**config.mk**
```make
export PLATFORM = sky130hd
export DESIGN_NAME = program_memory_arbiter_flat
export DESIGN_NICKNAME = d
export VERILOG_FILES = /design/src/rtl/program_memory_arbiter_if.sv /design/src/rtl/program_memory_arbiter.sv /design/src/flat_wrapper.sv
export SDC_FILE = /design/constraint.sdc
export NUM_CORES = 1
export LEC_CHECK = 0
export BUFFER_PORTS_ARGS = -buffer_cell sky130_fd_sc_hd__buf_2
export CAP_MARGIN = 15
export CORE_UTILIZATION = 40
export DETAILED_ROUTE_END_ITERATION = 12
export GPL_TIMING_DRIVEN = 0
export PLACE_DENSITY = 0.81
export REMOVE_ABC_BUFFERS = 1
export SETUP_SLACK_MARGIN = 0.15
export SYNTH_ARGS = -nofsm -noshare
export SYNTH_HDL_FRONTEND = slang
export SYNTH_SLANG_ARGS = --single-unit
```
**constraint.sdc**
```tcl
create_clock -name clk -period 2.5 [get_ports clk]
set_input_delay 0.75 -clock clk [delete_from_list [all_inputs] [get_ports clk]]
set_output_delay 0.75 -clock clk [all_outputs]
set_load 0.01 [all_outputs]
```
**src/rtl/program_memory_arbiter_if.sv**
```systemverilog
// Bus bundle between the fetch/debug requesters, the program memory and
// program_memory_arbiter. The arbiter uses the slave modport.
interface program_memory_arbiter_if #(
  parameter int DATA_WIDTH = 32
);
  // Handshake: a requester raises req with a stable addr and holds both until
  // it sees gnt in the same cycle; the read word comes back with valid exactly
  // one cycle after gnt. req may stay high for back-to-back reads, one per cycle.
  logic                  fetch_req;
  logic [DATA_WIDTH-1:0] fetch_addr;
  logic                  fetch_gnt;
  logic                  fetch_valid;
  logic [DATA_WIDTH-1:0] fetch_data;

  logic                  dbg_req;
  logic [DATA_WIDTH-1:0] dbg_addr;
  logic                  dbg_gnt;
  logic                  dbg_valid;
  logic [DATA_WIDTH-1:0] dbg_data;

  logic [DATA_WIDTH-1:0] mem_address;
  logic [DATA_WIDTH-1:0] mem_instruction;
  logic                  addr_err;

  modport slave (
    input  fetch_req, fetch_addr, dbg_req, dbg_addr, mem_instruction,
    output fetch_gnt, fetch_valid, fetch_data,
    output dbg_gnt, dbg_valid, dbg_data,
    output mem_address, addr_err
  );

  modport master (
    output fetch_req, fetch_addr, dbg_req, dbg_addr, mem_instruction,
    input  fetch_gnt, fetch_valid, fetch_data,
    input  dbg_gnt, dbg_valid, dbg_data,
    input  mem_address, addr_err
  );
endinterface

```
**src/rtl/program_memory_arbiter.sv**
```systemverilog
// Fetch-priority arbiter for the shared program memory with a starvation
// guarantee for the debug port. Optional macro PROGRAM_MEMORY_ARBITER_ADDR_CHECK_EN.
module program_memory_arbiter #(
  parameter int DATA_WIDTH   = 32,
  parameter int MEMORY_DEPTH = 32,
  parameter int STARVE_LIMIT = 4,
  localparam int CNT_W       = $clog2(STARVE_LIMIT + 1)
) (
  input  logic                    clk,
  input  logic                    reset,
  program_memory_arbiter_if.slave bus,
  output logic [CNT_W-1:0]        starve_cnt
);

  if (STARVE_LIMIT < 1 || MEMORY_DEPTH < 1 || DATA_WIDTH < 3) begin : g_param_check
    $error("program_memory_arbiter: illegal parameter setting");
  end

  localparam logic [CNT_W-1:0] LIMIT_C = CNT_W'(STARVE_LIMIT);

  logic                  fetch_valid_q, fetch_valid_d;
  logic [DATA_WIDTH-1:0] fetch_data_q,  fetch_data_d;
  logic                  dbg_valid_q,   dbg_valid_d;
  logic [DATA_WIDTH-1:0] dbg_data_q,    dbg_data_d;
  logic                  addr_err_q,    addr_err_d;
  logic [CNT_W-1:0]      starve_cnt_q,  starve_cnt_d;

  logic                  starve_full;
  logic                  fetch_win;
  logic                  dbg_win;
  logic [DATA_WIDTH-1:0] grant_addr;
  logic [DATA_WIDTH-1:0] rd_data;
  logic                  rd_err;

  assign starve_full = (starve_cnt_q == LIMIT_C);

  // Debug wins when alone or once fetch has used up its allowance of grants.
  always_comb begin
    dbg_win    = bus.dbg_req && (!bus.fetch_req || starve_full);
    fetch_win  = bus.fetch_req && !dbg_win;
    grant_addr = dbg_win ? bus.dbg_addr : bus.fetch_addr;
  end

`ifdef PROGRAM_MEMORY_ARBITER_ADDR_CHECK_EN
  localparam logic [DATA_WIDTH-1:0] DEPTH_C = DATA_WIDTH'(MEMORY_DEPTH);

  logic [DATA_WIDTH-1:0] word_idx;
  logic                  addr_bad;

  // Out-of-range or misaligned reads return a NOP instead of memory contents.
  always_comb begin
    word_idx = {2'b00, grant_addr[DATA_WIDTH-1:2]};
    addr_bad = (word_idx >= DEPTH_C) || (grant_addr[1:0] != 2'b00);
    rd_data  = addr_bad ? '0 : bus.mem_instruction;
    rd_err   = addr_bad;
  end
`else
  always_comb begin
    rd_data = bus.mem_instruction;
    rd_err  = 1'b0;
  end
`endif

  always_comb begin
    fetch_valid_d = fetch_win;
    fetch_data_d  = fetch_data_q;
    dbg_valid_d   = dbg_win;
    dbg_data_d    = dbg_data_q;
    addr_err_d    = (fetch_win || dbg_win) && rd_err;
    starve_cnt_d  = starve_cnt_q;

    if (fetch_win) begin
      fetch_data_d = rd_data;
    end
    if (dbg_win) begin
      dbg_data_d = rd_data;
    end

    // Count only fetch grants that overtook a waiting debug request.
    if (dbg_win || !bus.dbg_req) begin
      starve_cnt_d = '0;
    end else if (fetch_win && !starve_full) begin
      starve_cnt_d = starve_cnt_q + CNT_W'(1);
    end
  end

  always_ff @(posedge clk or negedge reset) begin
    if (!reset) begin
      fetch_valid_q <= 1'b0;
      fetch_data_q  <= '0;
      dbg_valid_q   <= 1'b0;
      dbg_data_q    <= '0;
      addr_err_q    <= 1'b0;
      starve_cnt_q  <= '0;
    end else begin
      fetch_valid_q <= fetch_valid_d;
      fetch_data_q  <= fetch_data_d;
      dbg_valid_q   <= dbg_valid_d;
      dbg_data_q    <= dbg_data_d;
      addr_err_q    <= addr_err_d;
      starve_cnt_q  <= starve_cnt_d;
    end
  end

  assign bus.fetch_gnt   = fetch_win;
  assign bus.dbg_gnt     = dbg_win;
  assign bus.mem_address = grant_addr;
  assign bus.fetch_valid = fetch_valid_q;
  assign bus.fetch_data  = fetch_data_q;
  assign bus.dbg_valid   = dbg_valid_q;
  assign bus.dbg_data    = dbg_data_q;
  assign bus.addr_err    = addr_err_q;
  assign starve_cnt      = starve_cnt_q;

endmodule

```
**src/flat_wrapper.sv**
```systemverilog
// flat-port wrapper written by rule: the top's interface ports become plain ports
module program_memory_arbiter_flat 
#(
  parameter int DATA_WIDTH   = 32,
  parameter int MEMORY_DEPTH = 32,
  parameter int STARVE_LIMIT = 4,
  localparam int CNT_W       = $clog2(STARVE_LIMIT + 1)
)
  (clk, reset, starve_cnt, bus_fetch_req, bus_fetch_addr, bus_dbg_req, bus_dbg_addr, bus_mem_instruction, bus_fetch_gnt, bus_fetch_valid, bus_fetch_data, bus_dbg_gnt, bus_dbg_valid, bus_dbg_data, bus_mem_address, bus_addr_err);
  program_memory_arbiter_if #(.DATA_WIDTH(DATA_WIDTH)) bus_i ();
  input  logic clk;
  input  logic reset;
  output logic [CNT_W-1:0] starve_cnt;
  input wire logic [$bits(bus_i.fetch_req)-1:0] bus_fetch_req;
  input wire logic [$bits(bus_i.fetch_addr)-1:0] bus_fetch_addr;
  input wire logic [$bits(bus_i.dbg_req)-1:0] bus_dbg_req;
  input wire logic [$bits(bus_i.dbg_addr)-1:0] bus_dbg_addr;
  input wire logic [$bits(bus_i.mem_instruction)-1:0] bus_mem_instruction;
  output wire logic [$bits(bus_i.fetch_gnt)-1:0] bus_fetch_gnt;
  output wire logic [$bits(bus_i.fetch_valid)-1:0] bus_fetch_valid;
  output wire logic [$bits(bus_i.fetch_data)-1:0] bus_fetch_data;
  output wire logic [$bits(bus_i.dbg_gnt)-1:0] bus_dbg_gnt;
  output wire logic [$bits(bus_i.dbg_valid)-1:0] bus_dbg_valid;
  output wire logic [$bits(bus_i.dbg_data)-1:0] bus_dbg_data;
  output wire logic [$bits(bus_i.mem_address)-1:0] bus_mem_address;
  output wire logic [$bits(bus_i.addr_err)-1:0] bus_addr_err;
  assign bus_i.fetch_req = bus_fetch_req;
  assign bus_i.fetch_addr = bus_fetch_addr;
  assign bus_i.dbg_req = bus_dbg_req;
  assign bus_i.dbg_addr = bus_dbg_addr;
  assign bus_i.mem_instruction = bus_mem_instruction;
  assign bus_fetch_gnt = bus_i.fetch_gnt;
  assign bus_fetch_valid = bus_i.fetch_valid;
  assign bus_fetch_data = bus_i.fetch_data;
  assign bus_dbg_gnt = bus_i.dbg_gnt;
  assign bus_dbg_valid = bus_i.dbg_valid;
  assign bus_dbg_data = bus_i.dbg_data;
  assign bus_mem_address = bus_i.mem_address;
  assign bus_addr_err = bus_i.addr_err;
  program_memory_arbiter #(.DATA_WIDTH(DATA_WIDTH), .MEMORY_DEPTH(MEMORY_DEPTH), .STARVE_LIMIT(STARVE_LIMIT)) u_core (.clk(clk), .reset(reset), .bus(bus_i), .starve_cnt(starve_cnt));
endmodule
```
== Word-level counts from Yosys, hierarchy flattened ==
Index checks and enable logic that the tools add are counted.
Word-level totals
  memories kept: 0
  latch bits: 0
  output and inout port bits: 104
  register bits after elaboration: 69
  RAM bits: 0
  ROM bits: 0
Operators by class
  bitwise operators: 0
  equality and inequality tests: 1
  reduce and logical (&&, ||, !) cells: 10
  add/sub/neg operators: 1
  div/mod/pow operators: 0
  shifts and indexed selects: 0
  multiplexer cells: 3
  multiply operators: 0
  $lt $le $gt $ge: 0
Operators with widths (count)
  two-way mux 32 bit: 1
  two-way mux 3 bit: 2
  zero test 1 bit: 4
  adder 3 x 1 -> 3 bit, second input constant: 1
  equality test 3 bit, second input constant: 1
  logical AND 1 bit: 3
  logical OR 1 bit: 2
  nonzero test 2 bit: 1

== Longest topological paths before layout ==
  depth after elaboration: 8
  mapped depth: 7

== Least setup slack after synthesis ==
Ideal clock, no wire load.
  kind: input to output
  start point: input bus_dbg_req
  end point: output bus_mem_address[0]
  setup slack: 0.189 ns
  cell stages on the path: 4
  arrival time: 1.561 ns
  buffers on the path: 2
  cell sequence: a21bo_1 -> buf_6 -> buf_6 -> mux2_4
On the way
  longest elaborated chain between the ends: 2
RTL lines
  start: declaration: line flat_wrapper.sv:16  | input wire logic [$bits(bus_i.dbg_req)-1:0] bus_dbg_req;
  logical AND 1 bit: line program_memory_arbiter.sv:39  | dbg_win = bus.dbg_req && (!bus.fetch_req || starve_full);
  two-way mux 32 bit: line program_memory_arbiter.sv:41  | grant_addr = dbg_win ? bus.dbg_addr : bus.fetch_addr;
  end: declaration: line flat_wrapper.sv:25  | output wire logic [$bits(bus_i.mem_address)-1:0] bus_mem_address;
No other way between the ends.

== Worst setup path in the final report ==
  start point: input bus_fetch_req
  end point: output bus_mem_address[27]
On the way
  longest elaborated chain between the ends: 4
RTL lines
  start: declaration: line flat_wrapper.sv:14  | input wire logic [$bits(bus_i.fetch_req)-1:0] bus_fetch_req;
  zero test 1 bit: line program_memory_arbiter.sv:39
  logical OR 1 bit: line program_memory_arbiter.sv:39
  logical AND 1 bit: line program_memory_arbiter.sv:39
  two-way mux 32 bit: line program_memory_arbiter.sv:41
No other way between the ends.

==> flow_metrics.py <==
metrics = {
    "synth": {
        "synth_xor_area_share_pct": 0,
        "yosys.area_share.simple_pct": 1.25,
        "synth_top_family_by_area": "multiplexers",
        "synthesis.area_um2": 3190,
        "muxShareOfSynthArea_pct": 40.0,
        "yosys_register_bits": 69,
        "synth.area.top_cells": "dfrtp_1 54%, mux2_4 23%, mux2_2 17%, buf_6 2.1%, ha_1 0.78%",
        "postSynthCellCount": 193,
        "synth_fa_ha_area_share_pct": 0.784,
        "synth_cell_types": 16,
        "synth_top_area_share_pct": 54.1,
        "synth_top_area_cell": "dfrtp_1",
        "ys_warn_count": 0,
        "ys_seq_area_share_pct": 54.1,
        "syn_avg_cell_area_um2": 16.5,
        "synth-compound-area-share_pct": 0.314,
    },
    "die": {
        "core.rowCount": 32,
        "io_pins": 204,
        "die_area_um2": 8340,
        "start_util_pct": 41.3,
        "die_h_um": 91.3,
        "die_width_um": 91.3,
        "core_um2": 7730,
    },
    "min_path": {
        "hp-start": "u_core.bus.fetch_data[29]",
        "min_path_type": "flop to flop",
    },
    "cells_and_area": {
        "drive_gt1_share_pct": 81.0,
        "layout_commonest_cell": "buf_2",
        "multi_input_area_um2": 1410,
        "final_area_um2": 4920,
        "finalNetCount": 513,
        "final_cell_mix": "168 x buf_2, 69 x dfrtp_1, 49 x mux2_4",
        "ff_latch_area_um2": 1730,
        "n_antenna_cell": 0,
        "fillers": 577,
        "syn_to_final_growth_pct": 54.1,
        "fin_util_pct": 63.6,
    },
    "worst_setup_path": {
        "r2r-end": "u_core.bus.dbg_data[20]",
        "cp-startpoint": "bus_fetch_req",
        "crit_type": "input port to output port",
        "critPathMaxFanout": 6,
        "start_kind": "input port",
        "critPathCaptureType": "output port",
        "ff2ff_path_depth": 8,
        "worstPathRequired_ps": 1750,
        "cp-endpoint": "bus_mem_address[27]",
        "reg2reg_slack_ps": 620,
        "reg2reg_from": "u_core.starve_cnt[0]",
        "worstPathArrival_ps": 1930,
    },
    "route": {
        "first_iter_violations": 74,
        "wl_per_cell_um": 17.6,
        "dr.pass1.iters": 4,
        "vias_per_cell": 4.75,
        "postRouteAntennaNets": 0,
        "drt-total-wl_um": 9080,
        "drcViolationCount": 0,
        "via_count": 2457,
    },
    "pwr": {
        "power_density_nw_per_um2": 611,
        "leakage_nw": 2.60,
        "finalPower_w": 0.00300,
        "vdd_ir_drop_max_mv": 0.531,
    },
    "sta": {
        "slew_violations": 0,
        "tightest_slew_ps": 865,
        "slew-limit-headroom_pct": 42.4,
        "hold_viol_final": 0,
        "holdWs_ps": 506,
        "period_needed_ps": 2680,
        "fmax_mhz": 373,
        "skew_ps": 8.49,
        "fin_crit_sh_pct": 107,
        "layout_setup_ws_ps": -184,
        "rsz0062_at_grt": "true",
        "setup_violations": 33,
    },
    "clock_tree": {
        "cts-htree-levels": 3,
        "clock_path_buffers": 2,
        "cts_inserted_buffers": 9,
        "clk-insertion-delay-late_ps": 330,
        "cts.sinks": 69,
        "clk_pin_slew_worst_paths_ps": 60,
        "cts_tree": "yes",
        "cts_root_buf": "clkbuf_8",
    },
    "grt": {
        "grt_max_degree": 70,
        "grt-ovfl-total": 0,
        "grt_pass1_vias": 2726,
        "grt_pass1_wl_um": 13300,
        "antenna_found_initial": 0,
        "grt_use_total_pct": 21.2,
    },
    "status": {
        "status": "finished, violations left",
        "violations": "setup timing",
    },
    "placement": {
        "gp_congestion": 0.728,
        "dp_hpwl_um": 5830,
        "placed_area_um2": 4270,
        "port_buffers": 202,
    },
    "run": {
        "maxCapViolCount": 0,
    },
}
[critical path: stages]
cell	delay (ps)
buf_2	210
a21bo_4	330
clkbuf_16	210
mux2_4	300
buf_6	120
[cells in the mapped netlist]
master   instances
a21bo_1          1
and4_1           1
buf_2            4
buf_4            1
buf_6            6
conb_1           1
dfrtp_1         69
ha_1             2
inv_1            4
mux2_2          47
mux2_4          49
mux2i_1          1
nand2_1          3
nand3_1          1
nor2_1           2
nor3b_1          1
[state kept, by name, summed over array words and instances, names as in the netlist]
name,flops
u_core.bus.fetch_valid,1
u_core.bus.dbg_valid,1
u_core.bus.dbg_data,32
u_core.bus.fetch_data,32
u_core.starve_cnt,3
[area by class of cell]
type,instances,area share (%)
Clock buffer,11,3.08
Clock inverter,4,0.967
Inverter,4,0.356
Multi-Input combinational cell,110,28.6
Sequential cell,69,35.1
Tap cell,102,2.60
Timing Repair Buffer,217,29.3
[cells by family (layout without fill, tap and decap cells)]
group                    after synthesis  count (layout)
other                                  1               1
flip-flops                            69              69
AND/OR/NAND/NOR                        8               8
AO/OA/AOI/OAI                          1               2
adder cells (fa/ha/maj)                2               2
multiplexers                          97              97
buffers and inverters                 15             236
[how the worst min path moves through the flow]
| stage | to | slack, ps | depth (start not counted) |
|---|---|---|---|
| 2_1_floorplan | u_core.bus.dbg_data[0] | 450 | 0 |
| 3_3_place_gp | u_core.starve_cnt[0] | 470 | 1 |
| 3_5_place_dp | u_core.starve_cnt[0] | 490 | 1 |
| 4_1_cts | u_core.bus.fetch_data[17] | 510 | 1 |
| 5_1_grt | u_core.bus.dbg_data[22] | 520 | 1 |
| 6_report | u_core.bus.fetch_data[29] | 510 | 1 |
[power by group]
part	leakage (nW)	internal (W)	total [W]	switching, W
logic	1.69	0.000448	0.000780	0.000332
clock network	0.101	0.000507	0.000910	0.000403
registers	0.815	0.00125	0.00131	0.0000666
total	2.60	0.00220	0.00300	0.000802
[routing by layer]
metal  GRT usage, %  up-vias  part of all wire [%]
met4           9.66        0                   4.4
li1               -     1111                     -
met2           38.2      132                    51
met5              0        -                     0
met1           22.2     1184                    36
met3           7.04       30                   8.1
[what timing repair did]
item | 4_1_cts | 5_1_grt
resized for setup | 45 | 13
gates cloned | 3 | 2
pin swaps | 2 | 1
hold buffers | 0 | 0
setup endpoints to repair | 34 | 34
setup buffers | 9 | 1
[per-stage QoR]
stage / setup TNS (ps) / instances / worst slack (ps)
after floorplan: -68260 / 182 / -1360
after global placement: -117620 / 486 / -2170
after detailed placement: -14380 / 487 / -542
after CTS: -4630 / 514 / -161
after global routing: -6630 / 517 / -216
final: -5160 / 517 / -184
No activity file was read; power rests on OpenSTA's default activity.
